[src/rtl/dmem_arbiter.sv]
// Two-requester arbiter/sequencer for the shared data memory port (CPU vs I/O).
// Optional round-robin tie-break enabled by defining DMEM_ARB_RR_EN; fixed CPU priority otherwise.
module dmem_arbiter #(
    parameter int ADDR_W = 8,
    parameter int DATA_W = 8
) (
    input  logic              clk,
    input  logic              rst_n,
    input  logic              cpu_req,
    input  logic              cpu_we,
    input  logic [ADDR_W-1:0] cpu_addr,
    input  logic [DATA_W-1:0] cpu_wdata,
    output logic              cpu_ack,
    output logic [DATA_W-1:0] cpu_rdata,
    input  logic              io_req,
    input  logic              io_we,
    input  logic [ADDR_W-1:0] io_addr,
    input  logic [DATA_W-1:0] io_wdata,
    output logic              io_ack,
    output logic [DATA_W-1:0] io_rdata,
    output logic              mem_rm,
    output logic              mem_wm,
    output logic [ADDR_W-1:0] mem_addr,
    output logic [DATA_W-1:0] mem_wdata,
    input  logic [DATA_W-1:0] mem_rdata,
    output logic              busy
);

    typedef enum logic [1:0] {
        IDLE   = 2'd0,
        ACCESS = 2'd1,
        DONE   = 2'd2
    } state_t;

    state_t            state;
    logic              we_q;
    logic [ADDR_W-1:0] addr_q;
    logic [DATA_W-1:0] wdata_q;
    logic              owner_io;
    logic              grant_io;

`ifdef DMEM_ARB_RR_EN
    // last_io = 1 means the I/O side was served last, so the CPU wins the next tie
    logic last_io;

    always_comb begin
        grant_io = io_req & (~cpu_req | ~last_io);
    end
`else
    always_comb begin
        grant_io = io_req & ~cpu_req;
    end
`endif

    always_ff @(posedge clk or negedge rst_n) begin
        if (!rst_n) begin
            state     <= IDLE;
            we_q      <= 1'b0;
            addr_q    <= '0;
            wdata_q   <= '0;
            owner_io  <= 1'b0;
            cpu_rdata <= '0;
            io_rdata  <= '0;
`ifdef DMEM_ARB_RR_EN
            last_io   <= 1'b1;
`endif
        end else begin
            case (state)
                IDLE: begin
                    if (cpu_req || io_req) begin
                        owner_io <= grant_io;
                        we_q     <= grant_io ? io_we    : cpu_we;
                        addr_q   <= grant_io ? io_addr  : cpu_addr;
                        wdata_q  <= grant_io ? io_wdata : cpu_wdata;
`ifdef DMEM_ARB_RR_EN
                        last_io  <= grant_io;
`endif
                        state    <= ACCESS;
                    end
                end
                ACCESS: begin
                    if (!we_q) begin
                        if (owner_io) io_rdata  <= mem_rdata;
                        else          cpu_rdata <= mem_rdata;
                    end
                    state <= DONE;
                end
                DONE: begin
                    state <= IDLE;
                end
                default: begin
                    state <= IDLE;
                end
            endcase
        end
    end

    // Memory-side and handshake outputs decode purely from state and latched fields
    always_comb begin
        mem_rm    = (state == ACCESS) & ~we_q;
        mem_wm    = (state == ACCESS) &  we_q;
        mem_addr  = (state == ACCESS) ? addr_q  : '0;
        mem_wdata = (state == ACCESS) ? wdata_q : '0;
        cpu_ack   = (state == DONE) & ~owner_io;
        io_ack    = (state == DONE) &  owner_io;
        busy      = (state != IDLE);
    end

endmodule
[config.mk]
export PLATFORM = sky130hd
export DESIGN_NAME = dmem_arbiter
export DESIGN_NICKNAME = d
export VERILOG_FILES = /design/src/rtl/dmem_arbiter.sv
export SDC_FILE = /design/constraint.sdc
export NUM_CORES = 1
export LEC_CHECK = 0
export ABC_AREA = 1
export ABC_CLOCK_PERIOD_IN_PS = 3930
export BUFFER_PORTS_ARGS = -buffer_cell sky130_fd_sc_hd__buf_2
export CORE_MARGIN = 2
export CORE_UTILIZATION = 51
export DETAILED_ROUTE_END_ITERATION = 16
export PLACE_DENSITY_LB_ADDON = 0.12
export SKIP_LAST_GASP = 1
export SYNTH_ARGS = -nofsm -noshare
export SYNTH_HDL_FRONTEND = slang
export SYNTH_SLANG_ARGS = --single-unit
[constraint.sdc]
create_clock -name clk -period 3.93 [get_ports clk]
set_clock_uncertainty 0.15 [all_clocks]
set_input_delay 1.179 -clock clk [delete_from_list [all_inputs] [get_ports clk]]
set_output_delay 1.179 -clock clk [all_outputs]
set_load 0.03 [all_outputs]
==> impl_metrics.py, run 1 <==
metrics = {
    "setup_path": {
        "crit_fanout": 11,
        "critPathSlowestCell": "dfrtp_1",
        "worst-r2r-setup-slack_ns": 2.53,
        "endpoint_kind": "primary output",
        "worstPathArrival_ns": 1.55,
        "worstPathCellList": "inv_1, nor3_1, buf_2",
        "critPathKind": "reg -> out",
        "cp-start-kind": "flop",
        "cp.required_ns": 2.60,
        "cp.buffers_inverters": 2,
        "critical-path-top-delay-family": "flip-flops",
        "cpPeakStageDelay_ns": 0.56,
    },
    "logic_synthesis": {
        "syn_area_per_cell_sq_um": 7.53,
        "synth_fp_nets": 297,
        "synth_top_area_cell": "dfrtp_1",
        "yosys_warnings": 0,
        "synth_seq_cells": 36,
        "synth_largest_type_area_fraction_pct": 47.7,
        "synth_cell_types": 18,
        "yosysSeqAreaShare_pct": 47.7,
        "ys_top_cells_by_area": "dfrtp_1 48%, nand2_1 23%, nand4_1 5.3%",
        "syn_inst": 251,
        "syn_area_sq_um": 1890,
    },
    "global_routing": {
        "antenna_found_initial": 0,
        "grt_start_max_net_pins": 37,
        "overflow": 0,
        "grt_usage_pct": 21.6,
        "grt_pass1_vias": 1697,
        "grt_pass1_wl_mm": 7.16,
    },
    "flow_run": {
        "maxCapViolCount": 0,
    },
    "route": {
        "dr.first_iter.drc_count": 106,
        "ant_nets": 0,
        "vias": 1810,
        "totalWireLength_mm": 4.23,
        "wl_per_cell_um": 11.2,
        "dr.pass1.iters": 4,
        "drcViolationCount": 0,
        "vias_per_cell": 4.79,
    },
    "die": {
        "die_h_um": 64.9,
        "start_util_pct": 52.4,
        "core_sq_um": 3610,
        "io_pins": 83,
        "dieWidth_um": 64.9,
        "rows": 22,
        "dieArea_sq_um": 4210,
    },
    "timing": {
        "holdWs_ns": 0.314,
        "setup_tns_ns": 0,
        "hold_violations": 0,
        "maxSlewViolCount": 0,
        "fin_crit_ns": 2.88,
        "relSlewSlack_pct": 48.2,
        "setup_viol": 0,
        "fmax_ghz": 0.347,
        "worstMarginPinSlew_ns": 0.777,
        "fin_crit_sh_pct": 73.4,
        "rsz0062_at_grt": "false",
    },
    "cts": {
        "clock-root-buffer": "clkbuf_8",
        "insertion_delay_ns": 0.28,
        "cts_sinks": 36,
        "cts_buffers": 5,
        "cts.clk_slew.worst_paths_ns": 0.07,
        "post_cts_buffers": 0,
        "cts_buffer_depth": 2,
        "ctsResizeCount": 0,
        "cts_hold_buf": 0,
        "cts_tree": "done",
        "cts_htree_levels": 2,
    },
    "power_and_ir_drop": {
        "power.leakage_nw": 1.43,
        "vdd_drop_max_mv": 0.360,
        "p_per_area_nw_per_um2": 820,
        "total_power_mw": 1.95,
    },
    "run_status": {
        "outcome": "finished clean",
    },
    "place": {
        "routabilityCongestion": 0.757,
        "hpwl_mm": 3.09,
        "io_buffers": 82,
    },
    "hold_path": {
        "hold_class": "reg -> reg",
    },
    "layout": {
        "drive_gt1_share_pct": 30.6,
        "nets": 375,
        "area_growth_pct": 25.7,
        "antenna_cells": 0,
    },
}
[sequential cells by signal (all words and copies together), names as in the netlist]
register	flops
addr_q	8
cpu_rdata	8
io_rdata	8
owner_io	1
state	2
wdata_q	8
we_q	1
[cells by family (layout without fill, tap and decap cells)]
kind of cell / Yosys count / after routing / share of synthesized area (%)
AO/OA/AOI/OAI: 2 / 2 / 1.13
buffers and inverters: 34 / 113 / 9.86
flip-flops: 36 / 36 / 47.7
AND/OR/NAND/NOR: 179 / 179 / 41.4
[cell usage in the layout, fill, tap and decap left out, types with 2 or more instances in the layout]
cell type / count
clkbuf_8: 5
nand2_1: 118
nor3_1: 2
nand3_4: 2
dfrtp_1: 36
nand4_1: 16
nor2_1: 20
buf_2: 82
inv_2: 4
nand3_1: 18
inv_1: 18
[power breakdown]
group	leakage, nW	switching, mW	internal (mW)	total, mW
sequential	0.445	0.104	0.549	0.653
combinational	0.931	0.709	0.268	0.977
clock	0.0541	0.130	0.188	0.318
total	1.43	0.944	1.00	1.95
[per-layer routing]
layer	GRT usage [%]	wire, um
met5	0	0
met3	4.17	236
met1	26.4	1840
met2	39.0	2120
met4	5.32	27
[area by class of cell]
| type | instances | area (sq um) |
|---|---|---|
| Tap cell | 48 | 60.1 |
| Clock inverter | 3 | 42.5 |
| Multi-Input combinational cell | 181 | 803 |
| Inverter | 22 | 82.6 |
| Fill cell | 366 | 1230 |
| Sequential cell | 36 | 901 |
| Timing Repair Buffer | 83 | 418 |
| Clock buffer | 5 | 68.8 |
[worst reg2reg max path, cell delays in order (launching register included)]
cell,delay (ns)
dfrtp_1,0.51
inv_1,0.32
nand3_4,0.16
nand2_1,0.10
nand2_1,0.06
[worst paths after layout]
kind,to,start,cells past startpoint
min reg2reg,cpu_rdata[7]$_DFFE_PN0P_,cpu_rdata[7]$_DFFE_PN0P_,2
max in group asynchronous,io_rdata[5]$_DFFE_PN0P_,rst_n,1
min in group asynchronous,cpu_rdata[3]$_DFFE_PN0P_,rst_n,1
max reg2reg,cpu_rdata[6]$_DFFE_PN0P_,owner_io$_DFFE_PN0P_,4
min,cpu_rdata[7]$_DFFE_PN0P_,cpu_rdata[7]$_DFFE_PN0P_,2
max,io_ack,owner_io$_DFFE_PN0P_,3
[synth_stat cells, drive strengths merged]
cell / number
buf: 12
dfrtp: 36
inv: 22
nand2: 119
nand3: 20
nand4: 16
nor2: 22
nor3: 2
o21ai: 2
[stage by stage]
step | util, % | area, sq um | setup slack (ns) | instances
2_1_floorplan | - | 1890 | 1.37 | 251
3_5_place_dp | 62.8 | 2260 | 1.35 | 370
4_1_cts | 65.9 | 2380 | 1.04 | 378
6_report | 65.9 | 2380 | 1.05 | 378
3_3_place_gp | 62.8 | 2260 | 1.39 | 370
5_1_grt | 65.9 | 2380 | 0.909 | 378
Note: power is estimated with default switching activity, not from simulation.
==> run 2, diff against run 1 <==
- ABC_CLOCK_PERIOD_IN_PS: 3930 -> 2700
- CORE_UTILIZATION: 51 -> 47
- clock period: 3.93 -> 2.7 ns (I/O delays scaled with it)
==> run 2 against run 1 <==
Combinational power grew 45%. Hold slack improved by 0.0028 ns. Sequential power rose by 46%. Clock power is 31% higher. Total power up 43%. Die area grew 8.0%. Non-clock buffer count rose by 1. Largest power group unchanged. Highest routed layer unchanged.
==> impl_metrics.py, run 2 (same netlist as run 1, synthesis figures left out) <==
metrics = {
    "die": {
        "dieWidth_um": 67.4,
        "rows": 23,
        "start_util_pct": 48.0,
        "dieArea_sq_um": 4550,
        "core_sq_um": 3940,
        "io_pins": 83,
        "die_h_um": 67.4,
    },
    "route": {
        "wl_per_cell_um": 11.3,
        "dr.pass1.iters": 4,
        "ant_nets": 0,
        "vias_per_cell": 4.75,
        "vias": 1806,
        "totalWireLength_mm": 4.30,
        "dr.first_iter.drc_count": 98,
        "drcViolationCount": 0,
    },
    "place": {
        "routabilityCongestion": 0.727,
        "hpwl_mm": 3.02,
        "io_buffers": 82,
        "dpl_cell_area_sq_um": 2270,
        "place_worst_setup_slack_ns": 0.584,
    },
    "timing": {
        "setup_viol": 0,
        "worstMarginPinSlew_ns": 0.789,
        "setup_tns_ns": 0,
        "fin_crit_ns": 2.36,
        "hold_violations": 0,
        "fin_ws_ns": 0.337,
        "rsz0062_at_grt": "false",
        "fmax_ghz": 0.423,
        "relSlewSlack_pct": 47.4,
        "holdWs_ns": 0.317,
        "fin_crit_sh_pct": 87.5,
        "maxSlewViolCount": 0,
    },
    "setup_path": {
        "cp.required_ns": 1.74,
        "worst-r2r-setup-slack_ns": 1.32,
        "endpoint_kind": "primary output",
        "cp-start-kind": "flop",
        "critPathKind": "reg -> out",
        "crit_fanout": 11,
        "worstPathArrival_ns": 1.40,
    },
    "layout": {
        "layout_commonest_cell": "nand2_1",
        "multiInputGateArea_sq_um": 803,
        "nets": 376,
        "drive_gt1_share_pct": 30.6,
        "mostFrequentLayoutCells": "118 x nand2_1, 82 x buf_2, 36 x dfrtp_1",
        "antenna_cells": 0,
        "area_growth_pct": 25.4,
        "fillers": 403,
        "layout.area.seq_sq_um": 901,
        "design_area_sq_um": 2370,
    },
    "power_and_ir_drop": {
        "clkPwrFrac_pct": 14.9,
        "power.leakage_nw": 1.43,
        "p_switching_mw": 1.36,
        "seq_power_share_pct": 34.2,
        "total_power_mw": 2.79,
        "p_per_area_nw_per_um2": 1180,
        "switching_share_pct": 48.9,
        "power_frac_comb_pct": 50.9,
        "vdd_drop_max_mv": 0.464,
        "p_int_mw": 1.42,
    },
    "cts": {
        "cts_sinks": 36,
        "ctsResizeCount": 0,
        "post_cts_buffers": 0,
        "cts_buffers": 5,
        "cts_hold_buf": 0,
        "cts_htree_levels": 2,
        "cts_buffer_depth": 2,
        "insertion_delay_ns": 0.29,
        "cts_tree": "done",
        "clock-root-buffer": "clkbuf_8",
        "cts.clk_slew.worst_paths_ns": 0.07,
    },
    "hold_path": {
        "hold_class": "reg -> reg",
    },
    "global_routing": {
        "grt_pass1_wl_mm": 7.12,
        "overflow": 0,
        "antenna_found_initial": 0,
        "grt_pass1_vias": 1610,
        "grt_start_max_net_pins": 37,
        "grt_usage_pct": 21.2,
    },
    "run_status": {
        "outcome": "finished clean",
    },
    "flow_run": {
        "maxCapViolCount": 0,
    },
}
run 2: worst paths after layout:
path | from | to | depth (start not counted)
min | cpu_rdata[1]$_DFFE_PN0P_ | cpu_rdata[1]$_DFFE_PN0P_ | 2
max in group asynchronous | rst_n | io_rdata[7]$_DFFE_PN0P_ | 1
min reg2reg | cpu_rdata[1]$_DFFE_PN0P_ | cpu_rdata[1]$_DFFE_PN0P_ | 2
max reg2reg | state[1]$_DFFE_PN0P_ | owner_io$_DFFE_PN0P_ | 4
min in group asynchronous | rst_n | cpu_rdata[1]$_DFFE_PN0P_ | 1
max | owner_io$_DFFE_PN0P_ | io_ack | 3
run 2: power by group through the flow:
| stage | clock network [mW] | logic (mW) | registers [mW] |
|---|---|---|---|
| after floorplan | 0 | 0.901 | 1.16 |
| after global placement | 0 | 1.42 | 0.959 |
| after detailed placement | 0 | 1.44 | 0.959 |
| after CTS | 0.426 | 1.44 | 0.955 |
| after global routing | 0.443 | 1.59 | 0.989 |
| final | 0.415 | 1.42 | 0.955 |
run 2: metal layers:
layer  track usage (%)  vias up  part of all wire, %
met1              25.1      800                   41
met2              37.4       68                   49
met3              5.33        4                  8.7
met5                 0        -                    0
met4              7.14        0                  1.0
li1                  -      934                    -
run 2: layout make-up:
cell class | instances | area share [%]
clock buffer | 7 | 4.06
tap | 50 | 2.64
sequential | 36 | 38.0
multi-input combinational | 181 | 33.9
timing repair buffer | 84 | 17.9
inverter | 22 | 3.48
run 2: worst max-delay path, stage by stage (launching register included):
cell	delay, ns
dfrtp_1	0.57
inv_1	0.10
nor3_1	0.20
buf_2	0.24
run 2: stage by stage:
stage	std cells	util, %
2_1_floorplan	251	-
3_3_place_gp	373	57.7
3_5_place_dp	373	57.7
4_1_cts	380	60.1
5_1_grt	380	60.1
6_report	380	60.1
==> run 3, diff against run 2 <==
- ABC_AREA: 1 -> default
- CORE_UTILIZATION: 47 -> 46
==> run 3 against run 2 <==
Critical path depth up 1. Cell count down 32%. Core utilization up 3.4 points. Wire length down 18%. Combinational power up 11%.
==> impl_metrics.py, run 3 <==
metrics = {
    "logic_synthesis": {
        "synth_top_area_cell": "dfrtp_1",
        "synth_ff_type": "dfrtp_1",
        "async_flop_share_pct": 100,
        "syn_area_per_cell_sq_um": 14.8,
        "synth_cell_types": 18,
        "synth_fp_nets": 167,
        "synth_largest_type_area_fraction_pct": 50.1,
        "syn_area_sq_um": 1800,
        "synth_edf_count": 0,
        "syn_inst": 121,
        "yosysSeqAreaShare_pct": 50.1,
        "ys_top_cells_by_area": "dfrtp_1 50%, mux2_2 19%, mux2_4 17%",
        "ys_top_cells_by_count": "36 x dfrtp_1, 30 x mux2_2, 20 x mux2_4",
        "synth_seq_cells": 36,
        "yosys_warnings": 0,
        "synth.most_common_cell": "dfrtp_1",
    },
    "setup_path": {
        "worstPathArrival_ns": 1.55,
        "worst-r2r-setup-slack_ns": 0.77,
        "cpPeakStageDelay_ns": 0.43,
        "critPathKind": "reg -> out",
        "critPathSlowestCell": "dfrtp_1",
        "r2r-start": "state[0]$_DFFE_PN0P_",
        "endpoint_kind": "primary output",
        "cp.required_ns": 1.74,
        "reg2reg_depth": 4,
        "cp-start-kind": "flop",
        "r2r_end": "addr_q[1]$_DFFE_PN0P_",
        "worstPathCellList": "nand2b_4, clkinvlp_4, and2_1, buf_2",
        "crit_fanout": 18,
    },
    "global_routing": {
        "grt_start_max_net_pins": 37,
        "grt_usage_pct": 17.4,
        "grt_pass1_vias": 1313,
        "grt_pass1_wl_mm": 5.74,
        "overflow": 0,
        "antenna_found_initial": 0,
    },
    "cts": {
        "cts_buffers": 5,
        "insertion_delay_ns": 0.28,
        "cts_htree_levels": 2,
        "cts_tree": "done",
        "cts_sinks": 36,
        "cts.clk_slew.worst_paths_ns": 0.07,
        "clock-root-buffer": "clkbuf_8",
        "cts_buffer_depth": 2,
        "cts_hold_buf": 0,
    },
    "run_status": {
        "outcome": "finished clean",
    },
    "power_and_ir_drop": {
        "seq_power_share_pct": 32.5,
        "switching_share_pct": 41.2,
        "vdd_drop_max_mv": 0.485,
        "power.leakage_nw": 1.22,
        "clkPwrFrac_pct": 15.1,
        "p_per_area_nw_per_um2": 1270,
        "p_switching_mw": 1.23,
        "total_power_mw": 3.00,
        "p_int_mw": 1.76,
        "power_frac_comb_pct": 52.3,
    },
    "timing": {
        "hold_violations": 0,
        "fmax_ghz": 0.398,
        "worstMarginPinSlew_ns": 0.779,
        "setup_tns_ns": 0,
        "setup_viol": 0,
        "maxSlewViolCount": 0,
        "fin_crit_ns": 2.51,
        "rsz0062_at_grt": "false",
        "relSlewSlack_pct": 48.1,
        "holdWs_ns": 0.348,
        "fin_crit_sh_pct": 93.1,
    },
    "die": {
        "die_h_um": 66.5,
        "io_pins": 83,
        "dieArea_sq_um": 4420,
        "rows": 22,
        "dieWidth_um": 66.5,
        "start_util_pct": 48.4,
        "core_sq_um": 3720,
    },
    "layout": {
        "final_core_util_pct": 63.5,
        "fillers": 303,
        "nets": 254,
        "layout_commonest_cell": "buf_2",
        "antenna_cells": 0,
        "drive_gt1_share_pct": 69.9,
        "mostFrequentLayoutCells": "82 x buf_2, 36 x dfrtp_1, 30 x mux2_2",
        "area_growth_pct": 31.3,
    },
    "route": {
        "dr.first_iter.drc_count": 37,
        "ant_nets": 0,
        "dr.pass1.iters": 4,
        "wl_per_cell_um": 13.6,
        "totalWireLength_mm": 3.51,
        "vias": 1247,
        "drcViolationCount": 0,
        "vias_per_cell": 4.85,
    },
    "hold_path": {
        "hp-start": "addr_q[4]$_DFFE_PN0P_",
        "min_path_cells": 1,
        "hold_class": "reg -> reg",
        "min_to": "addr_q[4]$_DFFE_PN0P_",
    },
    "place": {
        "hpwl_mm": 2.66,
        "io_buffers": 82,
        "routabilityCongestion": 0.683,
    },
    "flow_run": {
        "maxCapViolCount": 0,
    },
}
==> run 3: changes by cell type after synthesis, sizes merged, moves of 8 or more <==
cell   delta
nand2   -119
mux2     +50
inv      -20
nand3    -20
nor2     -20
and2     +17
nand4    -16
buf       -8
==> run 3: cell families after synthesis <==
| logic type | share of synthesized area, % |
|---|---|
| muxes | 35.5 |
| buffers and inverters | 3.41 |
| AOI/OAI and AO/OA | 0.975 |
| and+or+nand+nor | 9.96 |
| DFF | 50.1 |
==> run 3: layout make-up <==
type	instances	area [sq um]	area share, %
clock buffers	6	72.6	3.08
well taps	48	60.1	2.55
clock inverters	2	35.0	1.48
inverters	2	11.3	0.477
multi-input cells	78	835	35.4
repair buffers	85	445	18.9
flip-flops and latches	36	901	38.2
==> run 3: metrics by stage <==
stage / setup slack, ns / std cells / cell area (sq um)
finish: 0.185 / 257 / 2360
detailed placement: 0.362 / 249 / 2250
floorplan: 0.546 / 121 / 1800
global placement: 0.461 / 249 / 2250
CTS: 0.0497 / 257 / 2360
global route: 0.0770 / 257 / 2360
==> run 3: worst max path at each step <==
stage / slack [ns] / cells past startpoint / to / start
global route: 0.08 / 4 / mem_wdata[7] / state[1]$_DFFE_PN0P_
global placement: 0.46 / 4 / mem_wdata[7] / state[1]$_DFFE_PN0P_
floorplan: 0.55 / 4 / mem_addr[4] / state[1]$_DFFE_PN0P_
CTS: 0.05 / 4 / mem_wdata[7] / state[1]$_DFFE_PN0P_
finish: 0.19 / 4 / mem_wdata[7] / state[0]$_DFFE_PN0P_
detailed placement: 0.36 / 4 / mem_wdata[7] / state[1]$_DFFE_PN0P_
==> run 3: power by group through the flow <==
stage	Combinational, mW	Sequential, mW	Clock (mW)
6_report	1.57	0.975	0.454
5_1_grt	1.67	1.01	0.492
4_1_cts	1.59	0.979	0.465
3_5_place_dp	1.58	0.983	0
3_3_place_gp	1.54	0.967	0
2_1_floorplan	0.943	1.20	0
==> run 3: layer usage <==
metal,routed length (um),up-vias,track usage (%)
li1,-,591,-
met1,1470,599,20.6
met2,1720,52,29.8
met3,270,5,5.57
met4,41,0,6.12
met5,0,-,0
==> run 3: what timing repair did <==
item / CTS / global route
buffers inserted: 0 / 0
gates resized for setup: 0 / 1
setup endpoints to repair: 0 / 1
==> run 3: worst max-delay path: cells and delay by family (launching register included) <==
kind	cells	cell delay, ns
flops	1	0.43
simple gates	2	0.40
buf+inv	2	0.43
